==> config.mk <==
export PLATFORM = sky130hd
export DESIGN_NAME = roman2bin_flat
export DESIGN_NICKNAME = d
export VERILOG_FILES = /design/src/rtl/roman2bin_if.sv /design/src/rtl/roman2bin.sv /design/src/flat_wrapper.sv
export SDC_FILE = /design/constraint.sdc
export NUM_CORES = 1
export LEC_CHECK = 0
export CAP_MARGIN = 30
export CORE_ASPECT_RATIO = 1.4
export CORE_UTILIZATION = 48
export CTS_CLUSTER_SIZE = 28
export DETAILED_ROUTE_END_ITERATION = 8
export PLACE_DENSITY = 0.62
export SETUP_SLACK_MARGIN = 0.4
export SLEW_MARGIN = 20
export SYNTH_ARGS = -nofsm -noshare
export SYNTH_HDL_FRONTEND = slang
export SYNTH_SLANG_ARGS = --single-unit
==> constraint.sdc <==
create_clock -name clk -period 19.7 [get_ports clk]
set_input_delay 1.97 -clock clk [delete_from_list [all_inputs] [get_ports clk]]
set_output_delay 1.97 -clock clk [all_outputs]
set_load 0.05 [all_outputs]
==> src/rtl/roman2bin_if.sv <==
// Symbol-beat input / decoded-value output bundle for the roman2bin decoder.
interface roman2bin_if #(
  parameter int VAL_WIDTH = 12
);
  logic                 in_valid;
  logic                 in_ready;
  logic [2:0]           in_sym;
  logic                 in_last;
  logic                 out_valid;
  logic [VAL_WIDTH-1:0] out_value;
  logic                 out_err;

  modport master (
    output in_valid, in_sym, in_last,
    input  in_ready, out_valid, out_value, out_err
  );

  modport slave (
    input  in_valid, in_sym, in_last,
    output in_ready, out_valid, out_value, out_err
  );
endinterface

==> src/rtl/roman2bin.sv <==
// Roman-numeral stream decoder: folds 3-bit symbol beats into one binary value per group.
// Define ROMAN2BIN_STRICT_EN to also reject non-canonical numerals (bad pairs, over-repeats).
module roman2bin #(
  parameter int VAL_WIDTH = 12,
  parameter int MAX_SYM   = 15
) (
  input  logic       clk,
  input  logic       rst,
  roman2bin_if.slave bus
);

  localparam int ACC_W   = VAL_WIDTH + 2;
  localparam int CNT_W   = $clog2(MAX_SYM + 2);
  localparam int MAX_VAL = (1 << VAL_WIDTH) - 1;

  typedef enum logic [1:0] {IDLE, ACC, DONE} state_t;

  state_t                  state_q, state_d;
  logic signed [ACC_W-1:0] acc_q, acc_d;
  logic [2:0]              prev_q, prev_d;
  logic [CNT_W-1:0]        cnt_q, cnt_d;
  logic                    err_q, err_d;
  logic [VAL_WIDTH-1:0]    value_q, value_d;
  logic                    oerr_q, oerr_d;
  int                      sum_c, fin_c;
  logic                    grp_err_c;
`ifdef ROMAN2BIN_STRICT_EN
  logic [1:0]              run_q, run_d;
  logic [2:0]              seen_q, seen_d;
`endif

  function automatic int sym_val(input logic [2:0] s);
    case (s)
      3'd1:    return 1;
      3'd2:    return 5;
      3'd3:    return 10;
      3'd4:    return 50;
      3'd5:    return 100;
      3'd6:    return 500;
      3'd7:    return 1000;
      default: return 0;
    endcase
  endfunction

`ifdef ROMAN2BIN_STRICT_EN
  function automatic logic pair_ok(input logic [2:0] p, input logic [2:0] c);
    return (p == 3'd1 && (c == 3'd2 || c == 3'd3)) ||
           (p == 3'd3 && (c == 3'd4 || c == 3'd5)) ||
           (p == 3'd5 && (c == 3'd6 || c == 3'd7));
  endfunction
`endif

  // The previous symbol stays pending until the next one shows whether it adds or subtracts.
  always_comb begin
    state_d   = state_q;
    acc_d     = acc_q;
    prev_d    = prev_q;
    cnt_d     = cnt_q;
    err_d     = err_q;
    value_d   = value_q;
    oerr_d    = oerr_q;
    sum_c     = 0;
    fin_c     = 0;
    grp_err_c = 1'b0;
`ifdef ROMAN2BIN_STRICT_EN
    run_d     = run_q;
    seen_d    = seen_q;
`endif
    case (state_q)
      IDLE, ACC: begin
        if (bus.in_valid) begin
          if (bus.in_sym != 3'd0) begin
            if (prev_q != 3'd0 && sym_val(prev_q) < sym_val(bus.in_sym))
              sum_c = int'(acc_q) - sym_val(prev_q);
            else
              sum_c = int'(acc_q) + sym_val(prev_q);
            // A running sum past the limit can never come back down, so flag it now.
            if (sum_c > MAX_VAL)
              err_d = 1'b1;
            acc_d  = sum_c[ACC_W-1:0];
            prev_d = bus.in_sym;
            if (cnt_q != CNT_W'(MAX_SYM + 1))
              cnt_d = cnt_q + CNT_W'(1);
            if (cnt_d > CNT_W'(MAX_SYM))
              err_d = 1'b1;
            state_d = ACC;
`ifdef ROMAN2BIN_STRICT_EN
            if (prev_q != 3'd0 && sym_val(prev_q) < sym_val(bus.in_sym) &&
                !pair_ok(prev_q, bus.in_sym))
              err_d = 1'b1;
            if (bus.in_sym == prev_q) begin
              if (run_q == 2'd3 && bus.in_sym[0])
                err_d = 1'b1;
              if (run_q != 2'd3)
                run_d = run_q + 2'd1;
            end else begin
              run_d = 2'd1;
            end
            case (bus.in_sym)
              3'd2: begin err_d = err_d | seen_q[0]; seen_d[0] = 1'b1; end
              3'd4: begin err_d = err_d | seen_q[1]; seen_d[1] = 1'b1; end
              3'd6: begin err_d = err_d | seen_q[2]; seen_d[2] = 1'b1; end
              default: ;
            endcase
`endif
          end
          if (bus.in_last) begin
            fin_c     = int'(acc_d) + sym_val(prev_d);
            grp_err_c = err_d || (cnt_d == '0) || (fin_c < 0) || (fin_c > MAX_VAL);
            oerr_d    = grp_err_c;
            value_d   = grp_err_c ? '0 : fin_c[VAL_WIDTH-1:0];
            state_d   = DONE;
          end
        end
      end
      default: begin
        state_d = IDLE;
        acc_d   = '0;
        prev_d  = 3'd0;
        cnt_d   = '0;
        err_d   = 1'b0;
`ifdef ROMAN2BIN_STRICT_EN
        run_d   = 2'd0;
        seen_d  = 3'd0;
`endif
      end
    endcase
  end

  always_ff @(posedge clk) begin
    if (rst) begin
      state_q <= IDLE;
      acc_q   <= '0;
      prev_q  <= 3'd0;
      cnt_q   <= '0;
      err_q   <= 1'b0;
      value_q <= '0;
      oerr_q  <= 1'b0;
`ifdef ROMAN2BIN_STRICT_EN
      run_q   <= 2'd0;
      seen_q  <= 3'd0;
`endif
    end else begin
      state_q <= state_d;
      acc_q   <= acc_d;
      prev_q  <= prev_d;
      cnt_q   <= cnt_d;
      err_q   <= err_d;
      value_q <= value_d;
      oerr_q  <= oerr_d;
`ifdef ROMAN2BIN_STRICT_EN
      run_q   <= run_d;
      seen_q  <= seen_d;
`endif
    end
  end

  assign bus.in_ready  = (state_q != DONE);
  assign bus.out_valid = (state_q == DONE);
  assign bus.out_value = value_q;
  assign bus.out_err   = oerr_q;

endmodule

==> src/flat_wrapper.sv <==
// flat-port wrapper written by rule: the top's interface ports become plain ports
module roman2bin_flat 
#(
  parameter int VAL_WIDTH = 12,
  parameter int MAX_SYM   = 15
)
  (clk, rst, bus_in_valid, bus_in_sym, bus_in_last, bus_in_ready, bus_out_valid, bus_out_value, bus_out_err);
  roman2bin_if #(.VAL_WIDTH(VAL_WIDTH)) bus_i ();
  input  logic clk;
  input  logic rst;
  input wire logic [$bits(bus_i.in_valid)-1:0] bus_in_valid;
  input wire logic [$bits(bus_i.in_sym)-1:0] bus_in_sym;
  input wire logic [$bits(bus_i.in_last)-1:0] bus_in_last;
  output wire logic [$bits(bus_i.in_ready)-1:0] bus_in_ready;
  output wire logic [$bits(bus_i.out_valid)-1:0] bus_out_valid;
  output wire logic [$bits(bus_i.out_value)-1:0] bus_out_value;
  output wire logic [$bits(bus_i.out_err)-1:0] bus_out_err;
  assign bus_i.in_valid = bus_in_valid;
  assign bus_i.in_sym = bus_in_sym;
  assign bus_i.in_last = bus_in_last;
  assign bus_in_ready = bus_i.in_ready;
  assign bus_out_valid = bus_i.out_valid;
  assign bus_out_value = bus_i.out_value;
  assign bus_out_err = bus_i.out_err;
  roman2bin #(.VAL_WIDTH(VAL_WIDTH), .MAX_SYM(MAX_SYM)) u_core (.clk(clk), .rst(rst), .bus(bus_i));
endmodule
---- Yosys cells after proc, flatten, opt, wreduce, memory -nomap -nowiden ----
Cells that the tools add are included.
word-level totals
  register bits after elaboration ......... 38
  input bits .............................. 7
  output and inout port bits .............. 15
  logic and storage cells ................. 100
cells by class
  add/subtract/negate cells ............... 4
  $lt $le $gt $ge ......................... 5
  eq/ne operators ......................... 25
  mux-type cells .......................... 45
  bitwise operators ....................... 1
  reduce and logical (&&, ||, !) cells .... 13
operators by type and width
  cell                    number
  $mux W32                21
  $pmux W10 S7            3
  $add A14 B32 Y32        2
  $gt A32 B13 Y1 const B  2
  $mux W14                3
  $eq A3 B3 Y1 const B    12
  $mux W5                 7
  $lt A32 B1 Y1 const B   1
  $lt A32 B32 Y1          1
  $sub A14 B32 Y32        1
  $eq A3 B2 Y1 const B    6
  $mux W12                1
  $eq A3 B1 Y1 const B    3
  $mux W3                 3
  $reduce_bool A3 Y1      2
  $add A5 B1 Y5 const B   1
  $gt A5 B4 Y1 const B    1
  $logic_not A5 Y1        1
  $mux W1                 5
  $ne A5 B5 Y1 const B    1
  $mux W2                 2
  $reduce_or A2 Y1        2
  $logic_or A1 B1 Y1      3
  $reduce_and A3 Y1       1
  8 further kinds         8

---- Longest topological paths before layout ----
  depth in word-level cells ............... 26
  depth in mapped cells ................... 38

---- Least setup slack after synthesis ----
Ideal clock, no wire load.
  kind .................................... in2reg
  start ................................... input port bus_in_sym[0]
  end ..................................... register u_core.value_q[11] (netlist: u_core.bus.out_value[11])
  library setup time ...................... 0.096 ns
  arrival ................................. 8.296 ns
  required time ........................... 19.604 ns
  setup slack ............................. 11.309 ns
  stages .................................. 36
  buffers on the path ..................... 3
  cells stage by stage .................... clkbuf_1 nand2_1 o22a_1 ha_1 a21o_1 a21oi_1 o21ai_0 a31o_2 a21oi_1 nand2_1 clkbuf_1 mux2i_1 fa_1 a21o_1 a221o_2 a21o_2 a21oi_1 xnor2_1 nand2_1 nand2_1 ha_1 a21oi_1 o21bai_1 nor3_1 a21oi_1 nand2_1 ha_1 nor4bb_1 nand3_1 a31oi_1 o41ai_1 nor2_1 nand3_1 and3_4 buf_4 o41ai_2
between the ends
  word-level cells in the longest chain between the ends .. 21
ends and longest elaborated chain
  what                                                                     line                source
  start: declaration                                                       flat_wrapper.sv:12  input wire logic [$bits(bus_i.in_sym)-1:0] bus_in_sym;
  parallel branches: the longest is 20 deep, another holds $lt A32 B32 Y1  -
  $mux W12 *                                                               roman2bin.sv:111    value_d = grp_err_c ? '0 : fin_c[VAL_WIDTH-1:0];
  end signal: assignment                                                   roman2bin.sv:149    value_q <= value_d;
  end: declaration                                                         roman2bin.sv:23     logic [VAL_WIDTH-1:0] value_q, value_d;
Mark *: on every way between the ends. The select of a mux whose other input is x is not followed.
A chain may end at the register's enable or synchronous reset.

---- Final worst setup path ----
  start ................................... input port bus_in_sym[1]
  end ..................................... register u_core.value_q[8] (netlist: u_core.bus.out_value[8])
The elaborated chain is that of the path after synthesis.

==> qor.json <==
{
  "residual_antenna_violating_net_count_after_detailed_routing": 0,
  "critical_path_class": "primary input to register",
  "worst_slew_margin_rel": 0.4244,
  "rr_worst_depth": 33,
  "synth.top_cells.by_count": "110 x sky130_fd_sc_hd__nand2_1, 67 x sky130_fd_sc_hd__a21oi_1, 49 x sky130_fd_sc_hd__ha_1",
  "cts_setup_buffers": 0,
  "cts-resized-gates": 0,
  "synth_cells": 647,
  "synth.area.top_cells": "sky130_fd_sc_hd__dfxtp_1 16%, sky130_fd_sc_hd__ha_1 13%, sky130_fd_sc_hd__nand2_1 8.9%, sky130_fd_sc_hd__a21oi_1 7.2%, sky130_fd_sc_hd__o21ai_0 4.0%",
  "buffer_ports.inserted": 21,
  "max_freq_mhz": 101.7,
  "routed-wl-met2_mm": 6.616,
  "fp.dieW_um": 84.99,
  "hold_violations": 0,
  "drc_errors": 0,
  "die_area_mm2": 0.01004,
  "grt_setup_unrepaired": "no",
  "yosys_warnings": 0,
  "most_common_cell_in_the_netlist": "sky130_fd_sc_hd__nand2_1",
  "cts-root-buf": "sky130_fd_sc_hd__clkbuf_16",
  "final_design_area_no_fill_mm2": 0.004979,
  "area_growth_pct": 7.570,
  "grt_pass1_wl_mm": 21.65,
  "postSynth.topFlopCell": "sky130_fd_sc_hd__dfxtp_1",
  "synth.cell_area_mm2": 0.004628,
  "placedInstanceArea_mm2": 0.004827,
  "critical_path_top_delay_cell": "sky130_fd_sc_hd__clkdlybuf4s50_1",
  "clock_tree_from_tritoncts": "built",
  "synth.ff_latch_count": 38,
  "final-instance-count-excl-fill": 752,
  "period_minus_slack_ns": 9.833,
  "total_i_o_pin_count": 22,
  "max_stage_delay_ns": 0.77,
  "crit_path_max_fanout": 14,
  "maxUsedRoutingLayer": "met4",
  "multi_input_gate_area_in_the_final_layout_mm2": 0.003583,
  "final.fill_count": 941,
  "cts_inserted_buffers": 5,
  "drtPass1Iterations": 5,
  "synth_enable_flop_cells": 0,
  "final_layout_size_suffix_gt1_frac": 0.06698,
  "hold_critical_path_depth": 2,
  "synth_largest_type_area_fraction": 0.1644,
  "tightest_slew_ns": 0.8633,
  "core_area_mm2": 0.009407,
  "grt_usage": 0.2652,
  "cts.reportedPaths.clkPinSlew_ns": 0.06,
  "num-nets-final": 699,
  "htreeDepth": 2,
  "power.density_mw_per_mm2": 155.0,
  "status": "complete, no violations",
  "crit_path_end_kind": "register",
  "antenna_violations_before_repair": 0,
  "worst_skew_pair.late_latency_ns": 0.28,
  "number_of_vias_per_cell_after_detailed_routing": 6.273,
  "setup_viol": 0,
  "globalRoute.totalOverflow": 0,
  "routedWlPerCell_um": 17.13,
  "grt_max_degree": 26,
  "wl_met3_um": 390,
  "cp_data_arrival_time_ns": 10.00,
  "finalMaxSlewViolations": 0,
  "fraction_of_the_cycle_the_final_worst_path_needs": 0.4991,
  "gp_routability_congestion": 0.9864,
  "worstHoldPathType": "register to register",
  "power_leakage_nw": 2.153,
  "synth_largest_area_cell": "sky130_fd_sc_hd__dfxtp_1",
  "final.setup_skew_ns": 0.007493,
  "die_h_um": 118.2,
  "syn-mean-instance-area_um2": 7.153,
  "clock_net_sink_count": 38,
  "synth_async_sr_flop_share": 0,
  "detailed_place_hpwl_mm": 10.06,
  "num_vias": 4717,
  "ctsHoldBuffers": 0,
  "first_global_vias": 4551,
  "critical_path_required_ns": 19.87,
  "antenna_cells_inserted": 0,
  "critPathLaunchType": "primary input",
  "drtIter0Drc": 256,
  "maxCapViolations": 0,
  "final_util": 0.5293,
  "floorplan.rows": 42,
  "wire_length_on_met1_mm": 5.389,
  "synth_seq_area_share": 0.1644,
  "post_synth_num_cell_types": 71,
  "finalWirelength_mm": 12.89,
  "number_of_placed_instances_taps_included": 744,
  "start_util": 0.4920,
  "cts_max_path_buffers": 2,
  "seq_area_um2": 760.7,
  "syn-num-nets": 705,
  "final.setup.tns_ns": 0,
  "power.ir.vdd_worst_mv": 0.07332
}
==> critical path, delay by kind of cell <==
kind | cells | cell delay, ns
xor+xnor | 1 | 0.10
mux | 1 | 0.27
compound gates | 16 | 3.69
fa+ha+maj | 4 | 1.36
buf+inv | 1 | 0.77
simple gates | 11 | 1.84
==> state kept, by name, indices dropped and copies added, names as in the netlist <==
signal and cells:
u_core.bus.out_value 12, u_core.prev_q 3, u_core.err_q 1, u_core.state_q 2, u_core.cnt_q 5, u_core.bus.out_err 1
u_core.acc_q 14
==> path summary, 6_finish.rpt <==
check / from / slack (ns) / to
max: bus_in_sym[1] / 9.87 / u_core.bus.out_value[8]
max reg2reg: u_core.prev_q[2] / 11.61 / u_core.bus.out_value[8]
min reg2reg: u_core.bus.out_value[1] / 0.45 / u_core.bus.out_value[1]
min: u_core.bus.out_value[1] / 0.45 / u_core.bus.out_value[1]
==> cell usage in the layout (no fill, tap or decap), drive strengths merged, types with 10 or more instances in the layout <==
cell | synthesis | layout
xor2 | 11 | 11
a21o | 11 | 11
xnor2 | 20 | 20
nand3 | 10 | 10
ha | 49 | 49
nand2 | 111 | 111
dfxtp | 38 | 38
a21oi | 73 | 73
nor3 | 10 | 10
o21ai | 41 | 41
a211oi | 10 | 10
inv | 32 | 32
clkdlybuf4s50 | 0 | 21
nor2 | 43 | 43
==> report_power, final <==
part | switching, W | internal (W)
Clock | 0.0000315 | 0.0000501
Sequential | 0.0000128 | 0.0000870
Combinational | 0.000365 | 0.000225
==> layer usage <==
layer | vias up | GRT usage
met4 | 0 | 0.1123
met1 | 2248 | 0.3010
met2 | 115 | 0.4919
met3 | 32 | 0.02863
met5 | - | 0
li1 | 2322 | -
==> stage by stage <==
step,hold slack [ns],power [W],setup slack [ns]
after global routing,0.4734,0.0008466,9.114
final,0.4548,0.0007715,9.867
after global placement,0.4379,0.0006726,9.975
after floorplan,0.4490,0.0005667,11.31
after detailed placement,0.4465,0.0006810,9.648
after CTS,0.4614,0.0007661,9.952
==> area by class of cell <==
class | instances | area share
sequential | 38 | 0.1528
clock inverter | 2 | 0.002513
inverter | 32 | 0.02413
tap | 110 | 0.02765
clock buffer | 6 | 0.02790
multi-input combinational | 541 | 0.7198
timing repair buffer | 23 | 0.04524
==> cell families after synthesis <==
kind of cell             share of synthesized area
AO/OA/AOI/OAI                               0.3033
XOR/XNOR                                   0.05866
adder cells (fa/ha/maj)                     0.1411
buffers and inverters                      0.06137
flip-flops                                  0.1644
multiplexers                               0.02298
AND/OR/NAND/NOR                             0.2482
No activity file was read; power rests on OpenSTA's default activity.
